[src/rtl/mdom_wvb_hdr_builder_if.sv]
// rtl/mdom_wvb_hdr_builder_if.sv - header FIFO write-side bundle for the waveform header builder
interface mdom_wvb_hdr_builder_if;
    logic [101:0] hdr_bundle;
    logic         hdr_wr_en;
    logic         hdr_full;

    modport master (
        output hdr_bundle,
        output hdr_wr_en,
        input  hdr_full
    );

    modport slave (
        input  hdr_bundle,
        input  hdr_wr_en,
        output hdr_full
    );
endinterface

[src/rtl/mdom_wvb_hdr_builder.sv]
// rtl/mdom_wvb_hdr_builder.sv - per-segment waveform header builder for one mDOM ADC channel
module mdom_wvb_hdr_builder #(
    parameter int MAX_SEG_LEN = 256
) (
    input  logic                          clk,
    input  logic                          rst_n,
    input  logic [48:0]                   ltc,
    input  logic                          trig,
    input  logic                          trig_end,
    input  logic                          wr_en,
    input  logic [8:0]                    wr_addr,
    input  logic [1:0]                    trig_src_in,
    input  logic                          cnst_run_in,
    input  logic [4:0]                    pre_conf_in,
    input  logic                          sync_rdy_in,
    input  logic [18:0]                   bsum_in,
    input  logic [2:0]                    bsum_len_sel_in,
    input  logic                          bsum_valid_in,
    input  logic                          local_coinc_in,
    mdom_wvb_hdr_builder_if.master        hdr,
    output logic                          busy,
    output logic                          hdr_overflow
);

    localparam logic [9:0] SEG_MAX = 10'(MAX_SEG_LEN);

    typedef enum logic {IDLE, CAPTURE} state_t;

    state_t        state_q, state_d;
    logic [1:0]    rst_sync_q;
    logic          rst_ni;

    logic [48:0]   evt_ltc_q;
    logic [8:0]    start_q;
    logic [1:0]    trig_src_q;
    logic          cnst_run_q;
    logic [4:0]    pre_conf_q;
    logic          sync_rdy_q;
    logic [18:0]   bsum_q;
    logic [2:0]    bsum_len_sel_q;
    logic          bsum_valid_q;
    logic          coinc_q;
    logic          cont_q;
    logic [9:0]    seg_cnt_q;
    logic          new_seg_q;

    logic          pend_valid_q;
    logic [101:0]  pend_hdr_q;
    logic          wr_fire;

    logic          idle_open, active_wr, seg_open, close;
    logic [48:0]   eff_ltc;
    logic [8:0]    eff_start;
    logic [9:0]    eff_cnt;
    logic          eff_coinc, eff_cont;
    logic [101:0]  close_hdr;

    // Reset asserts immediately but releases two clocks later, clean of the clk edge.
    always_ff @(posedge clk or negedge rst_n) begin
        if (!rst_n) rst_sync_q <= 2'b00;
        else        rst_sync_q <= {rst_sync_q[0], 1'b1};
    end
    assign rst_ni = rst_sync_q[1];

    always_ff @(posedge clk or negedge rst_ni) begin
        if (!rst_ni) state_q <= IDLE;
        else         state_q <= state_d;
    end

    always_comb begin
        state_d   = state_q;
        idle_open = (state_q == IDLE) && trig && wr_en;
        active_wr = idle_open || ((state_q == CAPTURE) && wr_en);
        // A write right after a length-limit close starts the follow-on segment.
        seg_open  = idle_open || ((state_q == CAPTURE) && wr_en && new_seg_q);
        eff_ltc   = seg_open ? ltc : evt_ltc_q;
        eff_start = seg_open ? wr_addr : start_q;
        eff_cnt   = seg_open ? 10'd1 : seg_cnt_q + 10'd1;
        eff_coinc = seg_open ? local_coinc_in : (coinc_q | local_coinc_in);
        eff_cont  = idle_open ? 1'b0 : (seg_open ? 1'b1 : cont_q);
        close     = active_wr && (trig_end || (eff_cnt == SEG_MAX));
        close_hdr = idle_open
            ? {eff_cont, ~trig_end, eff_coinc, bsum_valid_in, bsum_len_sel_in, bsum_in,
               sync_rdy_in, pre_conf_in, cnst_run_in, trig_src_in, wr_addr, eff_start, eff_ltc}
            : {eff_cont, ~trig_end, eff_coinc, bsum_valid_q, bsum_len_sel_q, bsum_q,
               sync_rdy_q, pre_conf_q, cnst_run_q, trig_src_q, wr_addr, eff_start, eff_ltc};
        if (active_wr) begin
            state_d = (close && trig_end) ? IDLE : CAPTURE;
        end
    end

    always_ff @(posedge clk or negedge rst_ni) begin
        if (!rst_ni) begin
            evt_ltc_q      <= '0;
            start_q        <= '0;
            trig_src_q     <= '0;
            cnst_run_q     <= 1'b0;
            pre_conf_q     <= '0;
            sync_rdy_q     <= 1'b0;
            bsum_q         <= '0;
            bsum_len_sel_q <= '0;
            bsum_valid_q   <= 1'b0;
            coinc_q        <= 1'b0;
            cont_q         <= 1'b0;
            seg_cnt_q      <= '0;
            new_seg_q      <= 1'b0;
        end else if (active_wr) begin
            evt_ltc_q <= eff_ltc;
            start_q   <= eff_start;
            seg_cnt_q <= eff_cnt;
            coinc_q   <= eff_coinc;
            cont_q    <= eff_cont;
            new_seg_q <= close && !trig_end;
            if (idle_open) begin
                trig_src_q     <= trig_src_in;
                cnst_run_q     <= cnst_run_in;
                pre_conf_q     <= pre_conf_in;
                sync_rdy_q     <= sync_rdy_in;
                bsum_q         <= bsum_in;
                bsum_len_sel_q <= bsum_len_sel_in;
                bsum_valid_q   <= bsum_valid_in;
            end
        end
    end

    assign wr_fire = pend_valid_q && !hdr.hdr_full;

    // A slot being drained this cycle can accept the next close without a drop.
    always_ff @(posedge clk or negedge rst_ni) begin
        if (!rst_ni) begin
            pend_valid_q <= 1'b0;
            pend_hdr_q   <= '0;
            hdr_overflow <= 1'b0;
        end else if (close) begin
            if (!pend_valid_q || wr_fire) begin
                pend_hdr_q   <= close_hdr;
                pend_valid_q <= 1'b1;
            end else begin
                hdr_overflow <= 1'b1;
            end
        end else if (wr_fire) begin
            pend_valid_q <= 1'b0;
        end
    end

    assign hdr.hdr_wr_en  = wr_fire;
    assign hdr.hdr_bundle = pend_hdr_q;
    assign busy           = (state_q != IDLE) || pend_valid_q;

endmodule

[src/flat_wrapper.sv]
// flat-port wrapper written by rule: the top's interface ports become plain ports
module mdom_wvb_hdr_builder_flat 
#(
    parameter int MAX_SEG_LEN = 256
)
  (clk, rst_n, ltc, trig, trig_end, wr_en, wr_addr, trig_src_in, cnst_run_in, pre_conf_in, sync_rdy_in, bsum_in, bsum_len_sel_in, bsum_valid_in, local_coinc_in, busy, hdr_overflow, hdr_hdr_bundle, hdr_hdr_wr_en, hdr_hdr_full);
  mdom_wvb_hdr_builder_if hdr_i ();
  input  logic clk;
  input  logic rst_n;
  input  logic [48:0] ltc;
  input  logic trig;
  input  logic trig_end;
  input  logic wr_en;
  input  logic [8:0] wr_addr;
  input  logic [1:0] trig_src_in;
  input  logic cnst_run_in;
  input  logic [4:0] pre_conf_in;
  input  logic sync_rdy_in;
  input  logic [18:0] bsum_in;
  input  logic [2:0] bsum_len_sel_in;
  input  logic bsum_valid_in;
  input  logic local_coinc_in;
  output logic busy;
  output logic hdr_overflow;
  output wire logic [$bits(hdr_i.hdr_bundle)-1:0] hdr_hdr_bundle;
  output wire logic [$bits(hdr_i.hdr_wr_en)-1:0] hdr_hdr_wr_en;
  input wire logic [$bits(hdr_i.hdr_full)-1:0] hdr_hdr_full;
  assign hdr_hdr_bundle = hdr_i.hdr_bundle;
  assign hdr_hdr_wr_en = hdr_i.hdr_wr_en;
  assign hdr_i.hdr_full = hdr_hdr_full;
  mdom_wvb_hdr_builder #(.MAX_SEG_LEN(MAX_SEG_LEN)) u_core (.clk(clk), .rst_n(rst_n), .ltc(ltc), .trig(trig), .trig_end(trig_end), .wr_en(wr_en), .wr_addr(wr_addr), .trig_src_in(trig_src_in), .cnst_run_in(cnst_run_in), .pre_conf_in(pre_conf_in), .sync_rdy_in(sync_rdy_in), .bsum_in(bsum_in), .bsum_len_sel_in(bsum_len_sel_in), .bsum_valid_in(bsum_valid_in), .local_coinc_in(local_coinc_in), .hdr(hdr_i), .busy(busy), .hdr_overflow(hdr_overflow));
endmodule
[config.mk]
export PLATFORM = sky130hd
export DESIGN_NAME = mdom_wvb_hdr_builder_flat
export DESIGN_NICKNAME = d
export VERILOG_FILES = /design/src/rtl/mdom_wvb_hdr_builder_if.sv /design/src/rtl/mdom_wvb_hdr_builder.sv /design/src/flat_wrapper.sv
export SDC_FILE = /design/constraint.sdc
export NUM_CORES = 1
export LEC_CHECK = 0
export CAP_MARGIN = 20
export CORE_UTILIZATION = 45
export CTS_BUF_LIST = sky130_fd_sc_hd__clkbuf_8
export DETAILED_ROUTE_END_ITERATION = 16
export DONT_BUFFER_PORTS = 1
export GPL_ROUTABILITY_DRIVEN = 0
export HOLD_SLACK_MARGIN = 0.08
export MAX_ROUTING_LAYER = met4
export PLACE_DENSITY_LB_ADDON = 0.2
export SLEW_MARGIN = 20
export SYNTH_ARGS = -nofsm -noshare
export SYNTH_HDL_FRONTEND = slang
export SYNTH_SLANG_ARGS = --single-unit
[constraint.sdc]
create_clock -name clk -period 8.6 [get_ports clk]
set_input_delay 2.15 -clock clk [delete_from_list [all_inputs] [get_ports clk]]
set_output_delay 2.15 -clock clk [all_outputs]
set_load 0.02 [all_outputs]
## Word level (Yosys, flattened, before mapping)

Index checks and enable logic that the tools add are counted.

- Reductions and logical operators: 21
- Multiplexer cells: 11
- Bitwise logic cells: 4
- Eq/ne operators: 2
- Add/sub/neg operators: 1

Operators with widths:

| operator | number |
|---|---|
| 99-bit two-way mux | 1 |
| 49-bit two-way mux | 1 |
| 10-bit by 1-bit adder with 10-bit output, second input constant | 1 |
| 10-bit by 9-bit == test with 1-bit output, second input constant | 1 |
| 10-bit two-way mux | 1 |
| 9-bit two-way mux | 1 |
| 1-bit logical AND | 8 |
| 2-bit AND reduction | 4 |
| 1-bit two-way mux | 7 |
| 1-bit logical OR | 5 |
| 1-bit zero test | 3 |
| 1-bit NOT | 3 |
| 2-bit inequality test, second input constant | 1 |
| 2-bit nonzero test | 1 |
| 1-bit OR | 1 |

- Register bits: 210
- Logic and storage cells: 57
- Input bits: 97

## Logic depth before layout (Yosys ltp)

- Word-level depth: 10
- Gate-level depth with buffers: 10

## Least setup slack after synthesis

OpenSTA, ideal clock, no wires.

- Path kind: input-to-output
- Start: input port hdr_hdr_full
- End: output port hdr_hdr_wr_en
- Cell stages on the path: 1
- Arrival time: 2454 ps
- Data required time: 6450 ps
- Slack: 3996 ps
- Buffers on the path: 0
- Path through: nor2b_1

- Longest elaborated chain between the ends: 2

RTL lines:

| what | line | source |
|---|---|---|
| from (decl) | flat_wrapper.sv:27 | `input wire logic [$bits(hdr_i.hdr_full)-1:0] hdr_hdr_full;` |
| 1-bit zero test | mdom_wvb_hdr_builder.sv:126 | `assign wr_fire = pend_valid_q && !hdr.hdr_full;` |
| 1-bit logical AND | mdom_wvb_hdr_builder.sv:126 |  |
| to (decl) | flat_wrapper.sv:26 | `output wire logic [$bits(hdr_i.hdr_wr_en)-1:0] hdr_hdr_wr_en;` |

No other way between the ends.

## Final worst setup path

Ends and elaborated chain as after synthesis.

==> flow_summary.ini <==
[outcome]
outcome = finished, final reports clean

[power_and_ir_drop]
power_leakage_nw = 4.26
ir_drop_mv = 0.158
p_per_area_nw_per_um2 = 330

[synth]
ys_ff_latch = 210
synth.top_cells.by_area = dfrtp_1 (61%), mux2_4 (16%), mux2_2 (13%)
synth_top_area_share_pct = 61.2
syn_area_um2 = 8590
synth-async-reset-ratio_pct = 100
netlist_instances = 522
synth_top_area_cell = dfrtp_1
yosysMostFrequentCell = dfrtp_1
yosysSeqAreaShare_pct = 61.2
synthFlopType = dfrtp_1
yosysWarnings = 0
synth-edff-count = 0
syn_nets = 620
avgSynthCellArea_um2 = 16.5
yosys-top-cells-count = dfrtp_1 (210), mux2_2 (101), mux2_4 (90)
synth_cell_type_count = 43

[critical_path]
critPathCaptureType = output port
critical_path_cell_count = 1
critPathLaunchType = primary input
critPathKind = primary input to output port
path_delay_family = simple AND/OR/NAND/NOR gates
critPathSlowestCell = nor2b_1
required_ns = 6.45
endpoint = hdr_hdr_wr_en
rr_worst_depth = 8
cp-startpoint = hdr_hdr_full
path_max_fanout = 2
critical-path-max-stage-delay_ns = 0.32
cp_cell_sequence = nor2b_1
r2r-end = u_core.hdr.hdr_bundle[62]
r2r-start = u_core.seg_cnt_q[0]
arrival_ns = 2.47
r2r_setup_slack_ns = 5.11
cp_num_buf_inv = 0

[layout]
final_area_um2 = 9460
finalCoreUtilization_pct = 50.6
area.growth.synth_to_final_pct = 10.2
drive_above_1_share_pct = 46.2
fin_nets = 636
n_antenna_cell = 0

[sta]
fin_tns_setup_ns = 0
hold_viol_final = 0
fin_crit_sh_pct = 53.7
setup_viol = 0
fmax_mhz = 217
setup_slack_ns = 3.98
skew_ns = 0.0229
rsz0062_at_grt = false
slew_headroom_pct = 38.1
worst_pin_slew_ns = 0.928
drv_slew = 0
period_needed_ns = 4.62

[route]
first_iter_violations = 203
routedWlPerCell_um = 19.5
drt-total-wl_um = 15600
viasPerCell = 5.27
ant_nets = 0
firstDrtPassIters = 4
drcViolationCount = 0
vias = 4200

[global_route]
gr-usage-met1_pct = 21.2
grt_pass1_wl_um = 25200
grtUsageMet2_pct = 24.3
grt_pass1_vias = 4676
track_usage_pct = 16.9
grt_max_degree = 102
grt_use_met3_pct = 7.28
busiest_layer = met2
grt_overflow = 0
antenna_found_initial = 0

[place]
post_dp_cell_area_um2 = 8660
portBuffers = 0
dp_hpwl_um = 10200
dp_worst_setup_slack_ns = 3.66

[die]
die_area_um2 = 19600
rows = 50
coreArea_um2 = 18700
ios = 202
start_util_pct = 45.9
die_h_um = 140
die_x_um = 140

[clock_network]
hold_buffers = 0
cts_sinks = 210
ctsResizeCount = 0
cts.clk_slew.worst_paths_ns = 0.05
cts_root_buf = clkbuf_8
cts_tree = done
cts_buffer_depth = 3
htree_num_levels = 2
clk_latency_ns = 0.52
cts_made_buffers = 37
postCtsSetupBuffers = 0

[run]
maxCapViolCount = 0

[hold_path]
hold_class = flop to async pin
## layout by cell type (no fill, tap or decap), types with 2 or more instances in the layout
| cell type | synthesis | routed |
|---|---|---|
| o31ai_1 | 4 | 4 |
| mux2_4 | 90 | 90 |
| buf_4 | 1 | 4 |
| mux2i_1 | 2 | 2 |
| nand4_1 | 2 | 2 |
| nand3_1 | 4 | 4 |
| clkinv_2 | 0 | 2 |
| o21ai_0 | 11 | 11 |
| a21oi_1 | 8 | 8 |
| nor2_1 | 5 | 5 |
| clkbuf_8 | 0 | 53 |
| a31oi_1 | 3 | 3 |
| or2_2 | 2 | 2 |
| nand2_1 | 19 | 18 |
| inv_1 | 3 | 10 |
| mux2_2 | 101 | 101 |
| nand2b_1 | 3 | 3 |
| dfrtp_1 | 210 | 209 |
| a21o_1 | 2 | 2 |
| xor2_1 | 2 | 2 |
| nor2b_1 | 3 | 3 |
## cell families (layout without fill, tap and decap cells)
group | Yosys count | after routing | share of synthesized area [%]
compound gates | 38 | 38 | 3.07
mux | 193 | 193 | 29.2
xor+xnor | 2 | 2 | 0.204
other cells | 1 | 1 | 0.0437
simple gates | 46 | 46 | 2.75
flops | 210 | 210 | 61.2
fa+ha+maj | 1 | 1 | 0.146
buf+inv | 31 | 72 | 3.38
## per-stage QoR
stage | instances | hold slack, ns | power [mW]
floorplan | 522 | 0.331 | 2.07
global placement | 733 | 0.279 | 2.15
detailed placement | 733 | 0.285 | 2.18
CTS | 797 | 0.287 | 3.16
global route | 797 | 0.327 | 3.27
finish | 797 | 0.270 | 3.12
## routing by layer
metal | vias to the layer above | share of wire (%)
li1 | 1874 | -
met1 | 2130 | 43
met2 | 168 | 45
met3 | 28 | 10
met4 | 0 | 1.8
met5 | - | 0
## final cells by class
type / count / area, µm²
Fill cell: 1536 / 9240
Sequential cell: 210 / 5260
Multi-Input combinational cell: 281 / 3050
Clock buffer: 53 / 729
Tap cell: 234 / 293
Clock inverter: 11 / 73.8
Timing Repair Buffer: 5 / 50.0
Inverter: 3 / 11.3
## power breakdown
group	total (mW)	internal (mW)	leakage, nW	switching [mW]
Clock	0.957	0.572	0.440	0.385
Sequential	1.68	1.26	2.51	0.416
Combinational	0.481	0.325	1.32	0.156
Total	3.12	2.16	4.26	0.957
## registers in the layout (all words and copies together) (netlist names), 2 cells and up
register,cells
u_core.start_q,9
u_core.trig_src_q,2
u_core.seg_cnt_q,10
u_core.bsum_q,19
u_core.evt_ltc_q,49
u_core.hdr.hdr_bundle,102
u_core.rst_sync_q,2
u_core.bsum_len_sel_q,3
u_core.pre_conf_q,5
## how the worst min path moves through the flow
| stage | end | start | slack, ns | depth (start not counted) |
|---|---|---|---|---|
| 2_1_floorplan | u_core.rst_sync_q[1] | u_core.rst_sync_q[0] | 0.33 | 0 |
| 3_3_place_gp | u_core.hdr.hdr_bundle[33] | u_core.rst_sync_q[1] | 0.28 | 0 |
| 3_5_place_dp | u_core.hdr.hdr_bundle[33] | u_core.rst_sync_q[1] | 0.29 | 0 |
| 4_1_cts | u_core.hdr.hdr_bundle[32] | u_core.rst_sync_q[1] | 0.29 | 0 |
| 5_1_grt | u_core.hdr.hdr_bundle[32] | u_core.rst_sync_q[1] | 0.33 | 0 |
| 6_report | u_core.hdr.hdr_bundle[33] | u_core.rst_sync_q[1] | 0.27 | 0 |
Power figures use the tool's default switching activity.
